--- src/rtl/intbus_rr_arbiter.sv ---
// Round-robin arbiter serialising single-word reads/writes from N masters onto one register bus.
// Grant to strobe 1 cycle; writes complete 1 cycle after issue, reads on s_rvalid or timeout.
module intbus_rr_arbiter #(
   parameter int N_MASTERS = 2,
   parameter int ADDR_W = 16,
   parameter int DATA_W = 32,
   parameter int TIMEOUT = 255,
   parameter logic [DATA_W-1:0] ERR_DATA = DATA_W'(32'hDEADBEEF),
   localparam int ID_W = (N_MASTERS > 1) ? $clog2(N_MASTERS) : 1
) (
   input  logic                          clk,
   input  logic                          reset,
   input  logic [N_MASTERS-1:0]          m_valid,
   input  logic [N_MASTERS-1:0]          m_wr,
   input  logic [N_MASTERS*ADDR_W-1:0]   m_addr,
   input  logic [N_MASTERS*DATA_W-1:0]   m_wdata,
   output logic [N_MASTERS-1:0]          m_ready,
   output logic [N_MASTERS-1:0]          m_rvalid,
   output logic [DATA_W-1:0]             m_rdata,
   output logic                          m_err,
   output logic [ADDR_W-1:0]             s_addr,
   output logic [DATA_W-1:0]             s_wdata,
   output logic                          s_wr,
   output logic                          s_rd,
   input  logic [DATA_W-1:0]             s_rdata,
   input  logic                          s_rvalid,
   output logic [ID_W-1:0]               grant_id,
   output logic                          busy
);

   localparam int CNT_W = (TIMEOUT > 0) ? $clog2(TIMEOUT + 1) : 1;
   localparam logic [CNT_W-1:0] CNT_LAST = CNT_W'((TIMEOUT > 0) ? TIMEOUT - 1 : 0);
   localparam logic [CNT_W-1:0] CNT_MAX = {CNT_W{1'b1}};
   localparam logic [ID_W-1:0] LAST_RST = ID_W'(N_MASTERS - 1);

   localparam logic [1:0] S_IDLE  = 2'd0;
   localparam logic [1:0] S_ISSUE = 2'd1;
   localparam logic [1:0] S_WAIT  = 2'd2;
   localparam logic [1:0] S_RESP  = 2'd3;

   logic [1:0]           state_q, state_d;
   logic [ID_W-1:0]      last_q, last_d;
   logic [ID_W-1:0]      gid_q, gid_d;
   logic [ADDR_W-1:0]    addr_q, addr_d;
   logic [DATA_W-1:0]    wdata_q, wdata_d;
   logic [DATA_W-1:0]    rdata_q, rdata_d;
   logic                 wr_q, wr_d;
   logic                 err_q, err_d;
   logic                 swr_q, swr_d;
   logic                 srd_q, srd_d;
   logic                 busy_q, busy_d;
   logic [N_MASTERS-1:0] ready_q, ready_d;
   logic [N_MASTERS-1:0] rvalid_q, rvalid_d;
   logic [CNT_W-1:0]     cnt_q, cnt_d;

   logic                 found;
   logic [ID_W-1:0]      pick;
   logic                 pick_wr;
   logic [ADDR_W-1:0]    pick_addr;
   logic [DATA_W-1:0]    pick_wdata;

   function automatic logic [N_MASTERS-1:0] onehot(input logic [ID_W-1:0] id);
      onehot = '0;
      onehot[id] = 1'b1;
   endfunction

   // Two passes: masters above the last grant first, then wrap around to the rest.
   always_comb begin
      found = 1'b0;
      pick  = '0;
      for (int i = 0; i < N_MASTERS; i++) begin
         if (!found && m_valid[i] && (ID_W'(i) > last_q)) begin
            found = 1'b1;
            pick  = ID_W'(i);
         end
      end
      for (int i = 0; i < N_MASTERS; i++) begin
         if (!found && m_valid[i] && (ID_W'(i) <= last_q)) begin
            found = 1'b1;
            pick  = ID_W'(i);
         end
      end
      pick_wr    = 1'b0;
      pick_addr  = '0;
      pick_wdata = '0;
      for (int i = 0; i < N_MASTERS; i++) begin
         if (ID_W'(i) == pick) begin
            pick_wr    = m_wr[i];
            pick_addr  = m_addr[i*ADDR_W +: ADDR_W];
            pick_wdata = m_wdata[i*DATA_W +: DATA_W];
         end
      end
   end

   always_comb begin
      state_d  = state_q;
      last_d   = last_q;
      gid_d    = gid_q;
      addr_d   = addr_q;
      wdata_d  = wdata_q;
      rdata_d  = rdata_q;
      wr_d     = wr_q;
      err_d    = err_q;
      cnt_d    = cnt_q;
      swr_d    = 1'b0;
      srd_d    = 1'b0;
      ready_d  = '0;
      rvalid_d = '0;
      case (state_q)
         S_IDLE: begin
            if (found) begin
               last_d  = pick;
               gid_d   = pick;
               addr_d  = pick_addr;
               wdata_d = pick_wdata;
               wr_d    = pick_wr;
               ready_d = onehot(pick);
               swr_d   = pick_wr;
               srd_d   = !pick_wr;
               state_d = S_ISSUE;
            end
         end
         S_ISSUE: begin
            if (wr_q) begin
               rvalid_d = onehot(gid_q);
               err_d    = 1'b0;
               state_d  = S_RESP;
            end else begin
               cnt_d   = '0;
               state_d = S_WAIT;
            end
         end
         S_WAIT: begin
            cnt_d = (cnt_q == CNT_MAX) ? cnt_q : cnt_q + 1'b1;
            // Data arriving on the expiry cycle still wins over the timeout.
            if (s_rvalid) begin
               rdata_d  = s_rdata;
               err_d    = 1'b0;
               rvalid_d = onehot(gid_q);
               state_d  = S_RESP;
            end else if ((TIMEOUT != 0) && (cnt_q == CNT_LAST)) begin
               rdata_d  = ERR_DATA;
               err_d    = 1'b1;
               rvalid_d = onehot(gid_q);
               state_d  = S_RESP;
            end
         end
         default: begin
            state_d = S_IDLE;
         end
      endcase
      busy_d = (state_d != S_IDLE);
   end

   always_ff @(posedge clk) begin
      if (reset) begin
         state_q  <= S_IDLE;
         last_q   <= LAST_RST;
         gid_q    <= '0;
         addr_q   <= '0;
         wdata_q  <= '0;
         rdata_q  <= '0;
         wr_q     <= 1'b0;
         err_q    <= 1'b0;
         cnt_q    <= '0;
         swr_q    <= 1'b0;
         srd_q    <= 1'b0;
         busy_q   <= 1'b0;
         ready_q  <= '0;
         rvalid_q <= '0;
      end else begin
         state_q  <= state_d;
         last_q   <= last_d;
         gid_q    <= gid_d;
         addr_q   <= addr_d;
         wdata_q  <= wdata_d;
         rdata_q  <= rdata_d;
         wr_q     <= wr_d;
         err_q    <= err_d;
         cnt_q    <= cnt_d;
         swr_q    <= swr_d;
         srd_q    <= srd_d;
         busy_q   <= busy_d;
         ready_q  <= ready_d;
         rvalid_q <= rvalid_d;
      end
   end

   assign m_ready  = ready_q;
   assign m_rvalid = rvalid_q;
   assign m_rdata  = rdata_q;
   assign m_err    = err_q;
   assign s_addr   = addr_q;
   assign s_wdata  = wdata_q;
   assign s_wr     = swr_q;
   assign s_rd     = srd_q;
   assign grant_id = gid_q;
   assign busy     = busy_q;

endmodule

--- config.mk ---
export PLATFORM = sky130hd
export DESIGN_NAME = intbus_rr_arbiter
export DESIGN_NICKNAME = d
export VERILOG_FILES = /design/src/rtl/intbus_rr_arbiter.sv
export SDC_FILE = /design/constraint.sdc
export NUM_CORES = 1
export LEC_CHECK = 0
export CAP_MARGIN = 20
export CORE_UTILIZATION = 43
export DETAILED_ROUTE_END_ITERATION = 7
export GPL_TIMING_DRIVEN = 0
export PLACE_DENSITY = 0.87
export SLEW_MARGIN = 0
export SYNTH_ARGS = -nofsm -noshare
export SYNTH_HDL_FRONTEND = slang
export SYNTH_SLANG_ARGS = --single-unit
--- constraint.sdc ---
create_clock -name clk -period 4.5 [get_ports clk]
set_clock_uncertainty 0.2 [all_clocks]
set_input_delay 0.675 -clock clk [delete_from_list [all_inputs] [get_ports clk]]
set_output_delay 0.675 -clock clk [all_outputs]
set_load 0.1 [all_outputs]
; After elaboration in Yosys (flattened, before gate mapping)
; Cells that the tools add are included.
[word_totals]
output_inout_bits = 89
ff_bits = 101
wordCells = 87
[classes]
add_sub_neg = 1
eq_ne = 8
reduce_logical = 22
n_mux = 32
bitwise_logic = 2
magnitude_cmp = 8
[op_table]
columns = cell, count
row1 = $mux 32, 3
row2 = $eq 8x8->1 const B, 2
row3 = $mux 16, 1
row4 = $mux 8, 2
row5 = $pmux 8 s2, 1
row6 = $mux 1, 14
row7 = $mux 2, 6
row8 = $logic_and 1x1->1, 9
row9 = $add 8x1->8 const B, 1
row10 = $ne 2x2->1 const B, 3
row11 = $pmux 2 s3, 1
row12 = $reduce_and 3->1, 2
row13 = $reduce_bool 2->1, 3
row14 = $logic_not 1->1, 4
row15 = $lt 1x2->1 const B, 2
row16 = $pmux 2 s2, 1
row17 = $reduce_and 2->1, 2
row18 = $ne 3x3->1 const B, 1
row19 = $reduce_or 3->1, 1
row20 = $demux 1 s1, 2
row21 = $eq 2x1->1 const B, 1
row22 = $eq 2x2->1 const B, 1
row23 = $ge 1x1->1 const B, 2
row24 = $gt 1x1->1 const A, 2
row25 = other kinds (4), 6

; Logic depth before layout (Yosys ltp)
[depth]
depth_word = 19
mapped_depth = 7

; Worst setup path before layout
; Ideal clock, no wire load.
[synth_timing]
path_type = reg2reg
start = reg state_q[0]
end = reg cnt_q[7]
required_time_ps = 4214
path_slack_ps = 2624
path_buffers = 0
setup_ps = 86
period_less_slack_ps = 1876
path_stages_with_launch = 6
arrival_time_ps = 1590
cell_sequence = dfxtp_1 inv_1 ha_1 a21bo_1 o41a_1 a211oi_1
[synth_between]
elab_chain_cells = 3
[synth_rtl]
columns = element, line
row1 = from (decl), 41  ; logic [1:0] state_q, state_d;
row2 = from (signal assigned), 172  ; state_q <= state_d;
row3 = $eq 2x2->1 or $eq 2x1->1 (tied branches), 109  ; case (state_q)
row4 = $ne 2x2->1 (no line) or $reduce_bool 2->1 (tied branches), n/a
row5 = $reduce_and 3->1 (no line), n/a
row6 = to (signal assigned), 180  ; cnt_q <= cnt_d;
row7 = to (decl), 54  ; logic [CNT_W-1:0] cnt_q, cnt_d;
; Several ways; a longest one is shown, not always the timed one.
; A chain may end at the register's enable or synchronous reset.

; Final worst setup path
[layout_timing]
start = reg gid_q (netlist: grant_id)
end = out grant_id
[layout_rtl]
columns = element, line
row1 = from (decl), 43  ; logic [ID_W-1:0] gid_q, gid_d;
row2 = from (signal assigned), 174  ; gid_q <= gid_d;
row3 = to (decl), 27  ; output logic [ID_W-1:0] grant_id,
; No word-level cell between the ends.

==> metrics list <==
- The run finished with clean final reports.
- Total core area: 9370 sq um
* DP Area: 6630 sq um
- Post-Place Cells: 770
- Counting every net in the synthesized netlist gives 559.
- Entering global routing, the biggest net connects 17 pins.
* Cell with the largest stage delay on the worst path: clkdlybuf4s50_1
- After clock tree synthesis, the setup repair step added 0 buffers.
- First-pass iteration count of the detailed router: 4
- Setup violations remaining at the end of the flow were counted as 0.
* Warnings, synthesis: 0
* Non-Filler Instances: 786
- Proportion of netlist area held by the largest area contributor: a little under half
- The clock passes through at most 2 buffers.
- In this run, post-CTS repair resized a total of 0 instances.
- In this run the vertical extent of the chip is 101 um.
- Measured against its own limit, the worst slew margin works out to between 20 and 30%.
- Routability-driven placement congestion ratio: 0.919
- Along the worst path, the maximum fanout reaches 4.
* Final hold violation count: 0
- The wire-length estimate of the detail-placed layout is ~11,000 um.
- Global routing finished with a remaining overflow of 0.
* Area of the die: between 10,000 and 15,000 sq um
- Number of clock sinks: between 100 and 150
- Pre-CTS setup slack: 1870 ps
- Crit. End Element: primary output
- CTS Root Buffer Type: clkbuf_8
* Finished Cell Area: 6800 sq um
- Sum of negative setup slack: 0 ps
- The design draws between 4 and 5 mW.
- The initial antenna violation count is 0.
* Areal power density over the cells: slightly below 700 nW/um^2
* Total DRC errors in the routed layout: 0
- The number of clock buffers added by TritonCTS is 9.
- Detailed-route via count: between 4,000 and 5,000
- Aggregate global-route resource usage: about a quarter
- Max-slew violation total from the final report: 0
- Of all cell types, the one taking the most synthesized area is dfxtp_1.
* Standard-cell rows: 35
- Predominant post-synthesis flop cell: dfxtp_1
* Area grow syn2layout: 60.7%
- DIE WIDTH: 101 um
- For the worst setup path, the data required time is between 3000 and 4000 ps.
* Launching element of the worst setup path: grant_id
- Setup ws final: between 1500 and 2000 ps
- Among cell families on the critical path, the largest total delay comes from buffers and inverters.
- Chain of cells forming the critical path: clkdlybuf4s50_1
- Seq cells post-synth: 101
- Data arrives at the worst endpoint at ~2000 ps.
- Category of the worst setup path launch point: flip-flop
* Clock latency of the later-clocked register in the worst-skew pair: 350 ps
* Remaining antenna violation count: 0
- End of the worst register-to-register path: s_addr[2]
- Across the run, the number of max-cap violations was 0.
- In the final routed layout, each cell accounts on average for 17.2 um.
* Largest vdd supply drop: 530 uV
* Critical path type: flip-flop to primary output
- For this run, the slowest stage of the critical path takes 1200 ps.
- The most critical setup path has its endpoint at grant_id.
- After the last flow step, the layout net total stands at a little under 800.
* Drt total wl: 13,500 um
- Together, buffers and inverters on the worst path number 1.
* Synth cell types: slightly below 50
- The initial utilization of the core area, before any placement, comes to 45.2%.
- # hold bufs at CTS: 0
- Summing the sequential cell areas from Yosys gives around 48% of the chip area.
- Ratio of cells with drive above 1 in the final layout: 8.52%
* Wire length of the first global-routing pass: a little over 20,000 um
* Routed vias/inst: approximately 5.4
- The routed design could run at a clock period as short as about 2900 ps.
* Async S/R FF share, synth: 0%
- Reg2reg path depth: 7
- Average cell area after synthesis: 10.1 sq um
- Clock-pin slew was measured on the worst setup and hold paths at around 100 ps.
- Static leakage power: approximately 2.5 nW
- Derived from the worst setup path, the maximum achievable clock frequency is between 300 and 400 MHz.
- RSZ-0062 raised after global routing: false
* Iteration-0 DRC Markers: 156
- The via count of the first global-routing pass came to around 4,300.
* Largest cells by area after synthesis: dfxtp_1 48%, mux2i_1 13%, a21oi_1 7.1%
- R2R setup slack: ~2400 ps
* Count of flip-flops with a built-in enable after synthesis: 0
- The layout has a little over 700 filler cells.
- Buffers placed on the I/O ports in this run total about 220.
- At the pin with the least slew margin, the transition time is 1080 ps.
- Summing every instance area after synthesis gives roughly 4200 sq um.
* CTS tree: yes
* Min-Delay Path Class: flip-flop to flip-flop
* R2r startpoint: state_q[0]
* Diode count: 0
- In this run the number of cells on the critical path is 1.
- The H-tree generated during clock tree synthesis spans 3 levels.
* Post-synthesis cell count: about 420
* # IOs: between 200 and 250
- Final cycle utilization of the critical path: a little under two thirds
-- layer usage --
layer  track usage [%]  part of all wire (%)  up-vias
li1                  -                     -     2046
met1              29.3                    39     1970
met2              48.0                    52      197
met3              6.56                   7.1       22
met4              10.8                   2.0        0
met5                 0                     0        -
-- cell type report --
cell class	instances	area [sq um]	area share, %
flip-flops and latches	101	2020	29.7
inverters	8	30.0	0.441
clock inverters	5	35.0	0.515
multi-input cells	273	2000	29.5
clock buffers	11	141	2.08
well taps	129	161	2.37
plain buffers	36	176	2.59
repair buffers	223	2230	32.8
-- cell usage after synthesis, types with 2 or more instances --
master,count
dfxtp_1,101
a21oi_1,60
mux2i_1,54
o21ai_0,50
o221a_2,24
clkbuf_1,23
nand2_1,15
o311ai_0,8
inv_1,7
buf_2,6
ha_1,6
buf_4,5
and3_1,4
nor2_1,4
o211ai_1,4
a211o_1,3
a31oi_1,3
and2_1,3
nand3_1,3
a211oi_1,2
buf_6,2
nand4_1,2
nor3_1,2
o2111ai_1,2
-- worst min path at each step --
stage	start	end	slack [ps]	cells past startpoint
finish	m_rdata[14]	m_rdata[14]	310	2
global route	m_rdata[14]	m_rdata[14]	330	2
global placement	m_rdata[29]	m_rdata[29]	280	2
CTS	m_rdata[14]	m_rdata[14]	310	2
detailed placement	m_rdata[14]	m_rdata[14]	300	2
floorplan	cnt_q[1]	cnt_q[1]	280	2
-- state kept, by name (all words and copies together), names as in the netlist --
signal    flops
m_rdata      32
s_wdata      32
s_addr       16
cnt_q         8
m_ready       2
m_rvalid      2
state_q       2
busy          1
grant_id      1
last_q        1
m_err         1
s_rd          1
s_wr          1
wr_q          1
-- report_power, final --
group          switching [mW]  internal (mW)  total (mW)
logic                    2.21          0.740        2.95
clock network           0.303          0.218       0.520
registers               0.135           1.13        1.27
total                    2.65           2.09        4.74
-- cell families after synthesis --
logic type / count (synthesis) / synth area share [%]
flops: 101 / 47.8
simple gates: 40 / 5.14
compound gates: 173 / 27.7
fa+ha+maj: 6 / 1.77
mux: 54 / 12.8
buf+inv: 44 / 4.88
-- through the flow --
stage                     util, %  hold slack, ps
after global routing         72.6             334
after global placement       70.7             278
after detailed placement     70.7             299
final                        72.6             312
after CTS                    72.6             313
after floorplan                 -             275
-- placed cells by master (no fill, tap or decap), types with 2 or more instances in the layout --
cell             count
buf_4                5
ha_1                 6
clkbuf_8            10
clkbuf_1            24
o21ai_0             50
and3_1               4
clkdlybuf4s50_1    223
nor3_1               2
buf_2                6
mux2i_1             54
a31oi_1              3
o311ai_0             8
a211oi_1             2
o221a_2             24
nand4_1              2
o2111ai_1            2
a211o_1              3
inv_1                7
a21oi_1             60
and2_1               3
nand3_1              3
o211ai_1             4
nor2_1               4
clkinv_2             2
nand2_1             15
dfxtp_1            101
buf_6                2
(Power assumes the default switching activity.)
